<file path="src/rtl/spi_arb_pkg.sv">
// -----------------------------------------------------------------------------
// spi_arb_pkg
// Shared types and helpers for the SPI write arbiter.
//   arb_state_e : arbiter sequencing states
//   DW_DEFAULT  : default byte width, matches the writer's write_data port
//   MAX_NREQ    : widest requester vector the round-robin helper supports
//   rr_pick()   : round-robin grant index for a request vector and last grant
// -----------------------------------------------------------------------------
package spi_arb_pkg;

    typedef enum logic [1:0] {
        IDLE      = 2'd0,
        ISSUE     = 2'd1,
        WAIT_BUSY = 2'd2,
        WAIT_DONE = 2'd3
    } arb_state_e;

    localparam int DW_DEFAULT = 8;
    localparam int MAX_NREQ   = 8;

    // Rotate so the search starts just after 'last', take the first set bit,
    // and map back to an absolute index. Candidates are walked from farthest to
    // nearest so the nearest set bit overwrites any earlier match. With no bit
    // set the result is 'last' and the caller ignores it.
    function automatic logic [2:0] rr_pick(input logic [MAX_NREQ-1:0] req,
                                           input logic [2:0]          last,
                                           input int                  nreq);
        logic [2:0] pick;
        logic [2:0] idx;
        pick = last;
        for (int k = MAX_NREQ; k >= 1; k--) begin
            if (k <= nreq) begin
                idx = 3'((int'(last) + k) % nreq);
                if (req[idx]) begin
                    pick = idx;
                end
            end
        end
        return pick;
    endfunction

endpackage

</file>
<file path="src/rtl/spi_write_arbiter_rr_picker.sv">
// -----------------------------------------------------------------------------
// rr_picker
// Purely combinational round-robin selector (rotate / priority-encode /
// unrotate). Holds no state; the last-grant pointer lives in the top level.
//   req     : request vector, one bit per requester
//   last    : index of the previously granted requester
//   gnt_idx : index of the requester to grant next
//   gnt_any : at least one request is pending
// -----------------------------------------------------------------------------
module rr_picker
    import spi_arb_pkg::*;
#(
    parameter int NREQ = 4
) (
    input  logic [NREQ-1:0]         req,
    input  logic [$clog2(NREQ)-1:0] last,
    output logic [$clog2(NREQ)-1:0] gnt_idx,
    output logic                    gnt_any
);

    localparam int IW = $clog2(NREQ);

    logic [2:0] pick;

    // The package helper works on the widest vector; narrow its result back
    // to this instance's index width by matching each legal value.
    always_comb begin
        pick    = rr_pick(MAX_NREQ'(req), 3'(last), NREQ);
        gnt_idx = '0;
        for (int i = 0; i < NREQ; i++) begin
            if (pick == 3'(i)) begin
                gnt_idx = IW'(i);
            end
        end
    end

    assign gnt_any = |req;

endmodule

</file>
<file path="src/rtl/spi_write_arbiter.sv">
// -----------------------------------------------------------------------------
// spi_write_arbiter
// Round-robin arbiter that shares one SPI byte writer between NREQ requesters.
// One byte is tracked from grant through the writer's busy period, so only a
// single write is ever in flight. A watchdog returns to IDLE if the writer
// stalls.
//   CLK, RST     : clock, asynchronous active-high reset
//   req_valid    : per-requester request, held until accepted
//   req_data     : requester i's byte at [i*DW +: DW]
//   req_ready    : one-hot single-cycle accept pulse
//   wr_en        : writer EN_write, only ever high while wr_rdy is high
//   wr_data      : writer write_data, registered at grant
//   wr_rdy       : writer RDY_write
//   grant_id     : index of the current or last granted requester
//   busy         : high in every state except IDLE
//   err_timeout  : sticky watchdog flag
//   err_clear    : single-cycle clear of err_timeout
// -----------------------------------------------------------------------------
module spi_write_arbiter
    import spi_arb_pkg::*;
#(
    parameter int NREQ           = 4,
    parameter int DW             = DW_DEFAULT,
    parameter int TIMEOUT_CYCLES = 64
) (
    input  logic                    CLK,
    input  logic                    RST,
    input  logic [NREQ-1:0]         req_valid,
    input  logic [NREQ*DW-1:0]      req_data,
    output logic [NREQ-1:0]         req_ready,
    output logic                    wr_en,
    output logic [DW-1:0]           wr_data,
    input  logic                    wr_rdy,
    output logic [$clog2(NREQ)-1:0] grant_id,
    output logic                    busy,
    output logic                    err_timeout,
    input  logic                    err_clear
);

    localparam int IW  = $clog2(NREQ);
    localparam int WDW = $clog2(TIMEOUT_CYCLES + 1);

    arb_state_e     state_q, state_d;
    logic [DW-1:0]  wr_data_q, wr_data_d;
    logic [IW-1:0]  last_q, last_d;
    logic [IW-1:0]  grant_id_q, grant_id_d;
    logic           err_q, err_d;
    logic [WDW-1:0] wd_q, wd_d;

    logic [IW-1:0]  gnt_idx;
    logic           gnt_any;
    logic           grant;
    logic           timeout_hit;

    rr_picker #(
        .NREQ (NREQ)
    ) u_picker (
        .req     (req_valid),
        .last    (last_q),
        .gnt_idx (gnt_idx),
        .gnt_any (gnt_any)
    );

    // Next-state logic. req_ready and wr_en are decoded from the registered
    // state so the accept pulse coincides with the grant cycle and wr_en can
    // follow wr_rdy without a cycle of lag. The grant is gated by RST so no
    // accept pulse can escape while reset is held.
    always_comb begin
        state_d     = state_q;
        wr_data_d   = wr_data_q;
        last_d      = last_q;
        grant_id_d  = grant_id_q;
        err_d       = err_q;
        wd_d        = wd_q;
        req_ready   = '0;
        wr_en       = 1'b0;

        grant       = !RST && (state_q == IDLE) && wr_rdy && gnt_any;
        // The watchdog fires on the cycle whose increment would reach the limit.
        timeout_hit = (state_q != IDLE) && (wd_q == WDW'(TIMEOUT_CYCLES - 1));

        if (state_q != IDLE) begin
            wd_d = wd_q + WDW'(1);
        end

        case (state_q)
            IDLE: begin
                if (grant) begin
                    req_ready[gnt_idx] = 1'b1;
                    for (int i = 0; i < NREQ; i++) begin
                        if (gnt_idx == IW'(i)) begin
                            wr_data_d = req_data[i*DW +: DW];
                        end
                    end
                    last_d     = gnt_idx;
                    grant_id_d = gnt_idx;
                    wd_d       = '0;
                    state_d    = ISSUE;
                end
            end
            ISSUE: begin
                wr_en = wr_rdy;
                if (wr_rdy) begin
                    state_d = WAIT_BUSY;
                end
            end
            WAIT_BUSY: begin
                // Ready still high right after the write means the writer
                // finished with zero latency.
                state_d = wr_rdy ? IDLE : WAIT_DONE;
            end
            WAIT_DONE: begin
                if (wr_rdy) begin
                    state_d = IDLE;
                end
            end
            default: begin
                state_d = IDLE;
            end
        endcase

        // The abandoned byte is dropped; its requester was already acked.
        if (timeout_hit) begin
            wr_en   = 1'b0;
            state_d = IDLE;
        end

        // A new timeout outranks a simultaneous clear.
        if (err_clear) begin
            err_d = 1'b0;
        end
        if (timeout_hit) begin
            err_d = 1'b1;
        end
    end

    // All arbiter state. Reset points 'last' at the final requester so that
    // requester 0 is first in line after reset.
    always_ff @(posedge CLK or posedge RST) begin
        if (RST) begin
            state_q    <= IDLE;
            wr_data_q  <= '0;
            last_q     <= IW'(NREQ - 1);
            grant_id_q <= '0;
            err_q      <= 1'b0;
            wd_q       <= '0;
        end else begin
            state_q    <= state_d;
            wr_data_q  <= wr_data_d;
            last_q     <= last_d;
            grant_id_q <= grant_id_d;
            err_q      <= err_d;
            wd_q       <= wd_d;
        end
    end

    assign wr_data     = wr_data_q;
    assign grant_id    = grant_id_q;
    assign err_timeout = err_q;
    assign busy        = (state_q != IDLE);

endmodule

</file>
<file path="config.mk">
export PLATFORM = sky130hd
export DESIGN_NAME = spi_write_arbiter
export DESIGN_NICKNAME = d
export VERILOG_FILES = /design/src/rtl/spi_arb_pkg.sv /design/src/rtl/spi_write_arbiter_rr_picker.sv /design/src/rtl/spi_write_arbiter.sv
export SDC_FILE = /design/constraint.sdc
export NUM_CORES = 1
export LEC_CHECK = 0
export ABC_AREA = 1
export CAP_MARGIN = 15
export CORE_MARGIN = 10
export CORE_UTILIZATION = 45
export CTS_BUF_LIST = sky130_fd_sc_hd__clkbuf_16
export DETAILED_ROUTE_END_ITERATION = 10
export MAX_ROUTING_LAYER = met4
export PLACE_DENSITY = 0.83
export SLEW_MARGIN = 20
export SYNTH_ARGS = -nofsm -noshare
export SYNTH_HDL_FRONTEND = slang
export SYNTH_SLANG_ARGS = --single-unit
</file>
<file path="constraint.sdc">
create_clock -name CLK -period 3.35 [get_ports CLK]
set_input_delay 0.67 -clock CLK [delete_from_list [all_inputs] [get_ports CLK]]
set_output_delay 0.67 -clock CLK [all_outputs]
set_load 0.05 [all_outputs]
</file>
==> out/qor.txt, run 1 <==
Count of antenna-violating nets left after detailed routing -> 0
Max-cap violation count -> 0
Sw power -> 1350 µW
Post-CTS sizing -> 0
Layout Nets -> 331
Max-slew violations -> 0
I/O Pins -> 57
Leak Pwr -> 0.00116 µW
Avg Cell Area, Syn -> 6.74 µm²
Final Instance Area -> 0.00231 mm²
F_max -> 326 MHz
Seq pwr share -> 18.5%
CTS tree -> done
Most frequent cells in the layout -> nand2_1, clkdlybuf4s50_1, nor2_1
CTS Root Cell -> clkbuf_16
Synth Cell Area -> 0.00157 mm²
Row cnt -> 21
Share of cells above drive strength 1 -> 14.9%
DP HPWL -> 3500 µm
Worst Path Arrival -> 2390 ps
Worst setup EP type -> output pin
Via count of the first global-routing pass -> 1,605
Worst Path Max Fanout -> 11
Global route overflow -> 0
Syn Inst Count -> 233
Post-Layout Cell Count -> 335
Placed cells -> 331
Largest net degree at the start of global routing -> 24
Worst skew pair latency -> 250 ps
Clock share of power -> 12.6%
WL/cell -> 12.9 µm
Sum of negative setup slack -> 0 ps
Setup Buffers After CTS -> 0
Global-route wire length before repair -> 7230 µm
Combinational fraction of design power -> 68.9%
Internal power -> 1230 µW
Max VDD drop -> 0.590 mV
CTS max path bufs -> 2
CTS sink cnt -> 22
Hold Path Class -> reg -> reg
CORE AREA -> 0.00336 mm²
Period utilization -> 91.5%
FILL cells -> 287
Number of vias per cell -> 4.74
DRC viols -> 0
Initial antenna violation count -> 0
Die area -> 0.00625 mm²
Hold Buf Count CTS -> 0
Yosys top cell by area -> dfrtp_1
First-pass DRT Iterations -> 4
Slew of the pin with the lowest slew margin -> 534 ps
Finish-stage setup viols -> 0
#FFs+latches synth -> 22
Worst-path clk slew -> 60 ps
Critical Path Source Type -> primary input
Synth unique cells -> 26
H-tree levels -> 1
GPL Wtd Cong -> 0.895
DRT Wirelength -> 4340 µm
P&R area growth vs syn -> 46.9%
Number of port buffers -> 56
CP Class -> in -> out
Commonest non-fill, non-tap cell in the layout -> nand2_1
Largest cells by area after synthesis -> dfrtp_1, nand2_1, nor2_1
Initial core utilization -> 46.7%
DP Area -> 0.00220 mm²
Status -> completed
1st-iter DRT viols -> 124
Yosys top cell area share -> 31.9%
Final Hold Viols -> 0
N_diodes -> 0
Tmin final -> 3060 ps
Via count -> 1,588
Req. time, crit path -> 2680 ps
Slew margin rel. -> 64.3%
Clock skew -> 2.71 ps
Seq/Total Area, Yosys -> 35.2%
P per Cell Area -> 1120 mW/mm²
Syn Nets -> 274
Yosys Warn Count -> 0
Die height -> 79.1 µm
Sw Ratio -> 52.4%
DIE WIDTH -> 79.1 µm
CTS buffer count -> 3
Total track usage -> 14.3%
RSZ-0062 raised after global routing -> false
==> kinds of logic (layout without fill, tap and decap cells) <==
logic type | Yosys count | after routing | share of synthesized area (%)
AOI/OAI and AO/OA | 22 | 22 | 8.92
xor gates and xnor gates | 1 | 1 | 0.558
adders and majority gates | 1 | 1 | 0.797
buffers and inverters | 39 | 95 | 11.2
DFF | 22 | 22 | 35.2
and+or+nand+nor | 148 | 148 | 43.3
==> area by class of cell <==
type	count	area [µm²]	area share [%]
Timing Repair Buffer	59	621	26.9
Multi-Input combinational cell	172	846	36.7
Tap cell	46	57.6	2.49
Clock inverter	1	30.0	1.30
Clock buffer	3	75.1	3.25
Sequential cell	22	553	24.0
Inverter	32	125	5.42
==> flip-flops by register name (all words and copies together) (netlist names) <==
signal	cells
err_timeout	1
grant_id	2
last_q	2
state_q	2
wd_q	7
wr_data	8
==> stage by stage <==
step	hold WS, ps	worst slack [ps]	total power, µW	util [%]
4_1_cts	483	261	2590	68.6
3_3_place_gp	463	288	2230	65.5
6_report	478	286	2580	68.6
2_1_floorplan	469	247	1880	-
3_5_place_dp	469	257	2260	65.5
5_1_grt	498	146	2810	68.6
==> worst max-delay path, stage by stage <==
cell	delay, ps
clkdlybuf4s50_1	500
nand2_1	70
nand2_2	100
nand2_2	70
nand2_2	70
nor2_1	40
nand2_1	70
nand2_2	160
inv_2	130
nand2_1	110
nor2_1	220
buf_12	170
==> synth_stat cells <==
cell type / number
xnor2_1: 1
o21ai_2: 7
clkbuf_1: 2
and3_1: 1
buf_2: 2
inv_1: 25
nor3_1: 3
nand3_4: 2
nand3_1: 16
nor2_2: 2
or2_0: 1
a21oi_1: 6
nand2_1: 74
ha_1: 1
o21ai_0: 7
a22o_1: 1
nor2_1: 28
dfrtp_1: 20
nand2_2: 8
inv_2: 6
dfstp_2: 2
buf_6: 3
inv_6: 1
nand2_4: 2
nand4_1: 11
o21ai_1: 1
==> worst paths after layout <==
check | startpoint | to | slack [ps] | cells past startpoint
setup / recovery | req_valid[0] | req_ready[2] | 290 | 12
max in group asynchronous | RST | last_q[0] | 2280 | 3
hold reg to reg | wr_data[2] | wr_data[2] | 480 | 2
setup reg to reg | last_q[0] | wr_data[7] | 1160 | 14
hold / removal | wr_data[2] | wr_data[2] | 480 | 2
min in group asynchronous | RST | wr_data[6] | 800 | 3
==> power by group through the flow <==
stage	Sequential, µW	Clock, µW	Combinational, µW
after floorplan	651	0	1230
after global placement	474	0	1750
after detailed placement	479	0	1780
after CTS	477	329	1790
after global routing	493	337	1980
final	477	326	1780
==> layer usage <==
layer | vias up | global-route usage (%) | share of wire (%)
li1 | 845 | - | -
met3 | 4 | 2.25 | 4.1
met2 | 40 | 23.6 | 48
met4 | 0 | 3.76 | 1.0
met1 | 699 | 17.8 | 47
met5 | - | - | 0
Note: power is estimated with default switching activity, not from simulation.
==> run 2, diff against run 1 <==
REMOVE_ABC_BUFFERS = 1   (was unset)
==> out/qor.txt, run 2 (synthesis results as in run 1) <==
Status -> completed
Crit Reg-Reg Startpoint -> last_q[0]
Post-CTS sizing -> 0
Max-cap violation count -> 0
DRT Wirelength -> 4560 µm
Layout Nets -> 333
Critical Path Source Type -> primary input
Die area -> 0.00625 mm²
Total track usage -> 15.3%
Req. time, crit path -> 2680 ps
Initial antenna violation count -> 0
Count of antenna-violating nets left after detailed routing -> 0
Final Hold Viols -> 0
Register-to-Register Path Depth -> 14
Largest net degree at the start of global routing -> 24
DRC viols -> 0
Most frequent cells in the layout -> nand2_1, clkdlybuf4s50_1, nor2_1
Final WS setup -> 285 ps
Number of port buffers -> 56
Worst stage delay on the critical path -> 520 ps
Hold path depth -> 2
Cell mode on critical path -> nand2_1
N_diodes -> 0
Worst Path Max Fanout -> 10
Critical path cell sequence -> clkdlybuf4s50_1, nand2_1, nand2_1, nand2_1, nand2_1, nand2_2, nand2_2, nand2_4, nand2_4, inv_2, nor3_1, buf_12
Worst setup EP type -> output pin
CTS tree -> done
Max VDD drop -> 0.593 mV
Reg2Reg Setup Slack -> 1290 ps
CORE AREA -> 0.00336 mm²
CTS sink cnt -> 22
I/O Pins -> 57
Max-slew violations -> 0
GPL Wtd Cong -> 0.846
Crit-path slowest cell -> clkdlybuf4s50_1
Hold Buf Count CTS -> 0
H-tree levels -> 1
FILL cells -> 302
Die height -> 79.1 µm
DP HPWL -> 3670 µm
Hold Path Class -> reg -> reg
Slew of the pin with the lowest slew margin -> 519 ps
Tmin final -> 3060 ps
Slew margin rel. -> 65.3%
Worst slack, placed -> 293 ps
P per Cell Area -> 1130 mW/mm²
Max reg flops -> 8
Global-route wire length before repair -> 7510 µm
Hold Startpoint -> wr_data[1]
Via count of the first global-routing pass -> 1,590
Worst Path Arrival -> 2390 ps
Sum of negative setup slack -> 0 ps
First-pass DRT Iterations -> 4
Reg2reg end -> wr_data[5]
Commonest non-fill, non-tap cell in the layout -> nand2_1
Final Core Density -> 68.1%
CTS Root Cell -> clkbuf_16
CTS buffer count -> 3
Leak Pwr -> 0.00116 µW
RSZ-0062 raised after global routing -> false
Row cnt -> 21
1st-iter DRT viols -> 61
Finish-stage setup viols -> 0
Initial core utilization -> 46.7%
Worst skew pair latency -> 260 ps
CP Class -> in -> out
P&R area growth vs syn -> 45.9%
CTS max path bufs -> 2
Period utilization -> 91.5%
Share of cells above drive strength 1 -> 14.8%
Global route overflow -> 0
WL/cell -> 13.5 µm
Via count -> 1,642
Clock skew -> 4.27 ps
DIE WIDTH -> 79.1 µm
Worst-path clk slew -> 60 ps
Setup Buffers After CTS -> 0
Worst Hold End -> wr_data[1]
Number of vias per cell -> 4.87
F_max -> 326 MHz
[run 2: stage by stage]
step	total power (µW)	hold slack [ps]	std cells	cell area, µm²
2_1_floorplan	1770	470	226	1520
3_3_place_gp	2290	466	333	2210
3_5_place_dp	2320	465	333	2210
4_1_cts	2600	487	337	2290
5_1_grt	2820	505	337	2290
6_report	2590	484	337	2290
[run 2: worst max-delay path, delay by kind of cell]
family	cells	cell delay (ps)
simple gates	9	950
buf+inv	3	770
[run 2: cell type report]
class / count / area, µm² / area share [%]
Clock buffer: 3 / 75.1 / 3.28
Clock inverter: 1 / 3.75 / 0.164
Inverter: 32 / 125 / 5.46
Multi-Input combinational cell: 172 / 841 / 36.7
Sequential cell: 22 / 553 / 24.1
Tap cell: 46 / 57.6 / 2.51
Timing Repair Buffer: 61 / 636 / 27.7
[run 2: layer usage]
metal / vias up / routed length, µm / GRT usage [%]
met3: 9 / 191 / 2.36
li1: 849 / - / -
met2: 33 / 2280 / 24.4
met1: 751 / 1960 / 18.2
met4: 0 / 133 / 8.06
met5: - / 0 / -
[run 2: worst max path at each step]
stage                 startpoint            to  slack (ps)  depth (start not counted)
floorplan                    RST  req_ready[0]        -430                          3
global placement    req_valid[0]  req_ready[0]         320                         12
detailed placement  req_valid[0]  req_ready[0]         290                         12
CTS                 req_valid[3]  req_ready[0]         270                         12
global route        req_valid[2]  req_ready[0]         160                         12
finish              req_valid[3]  req_ready[0]         290                         12
[run 2: where the power goes]
group | leakage, µW | internal [µW] | switching (µW)
logic | 0.000840 | 648 | 1210
registers | 0.000277 | 382 | 97.6
clock network | 0.0000423 | 159 | 95.2
total | 0.00116 | 1190 | 1400
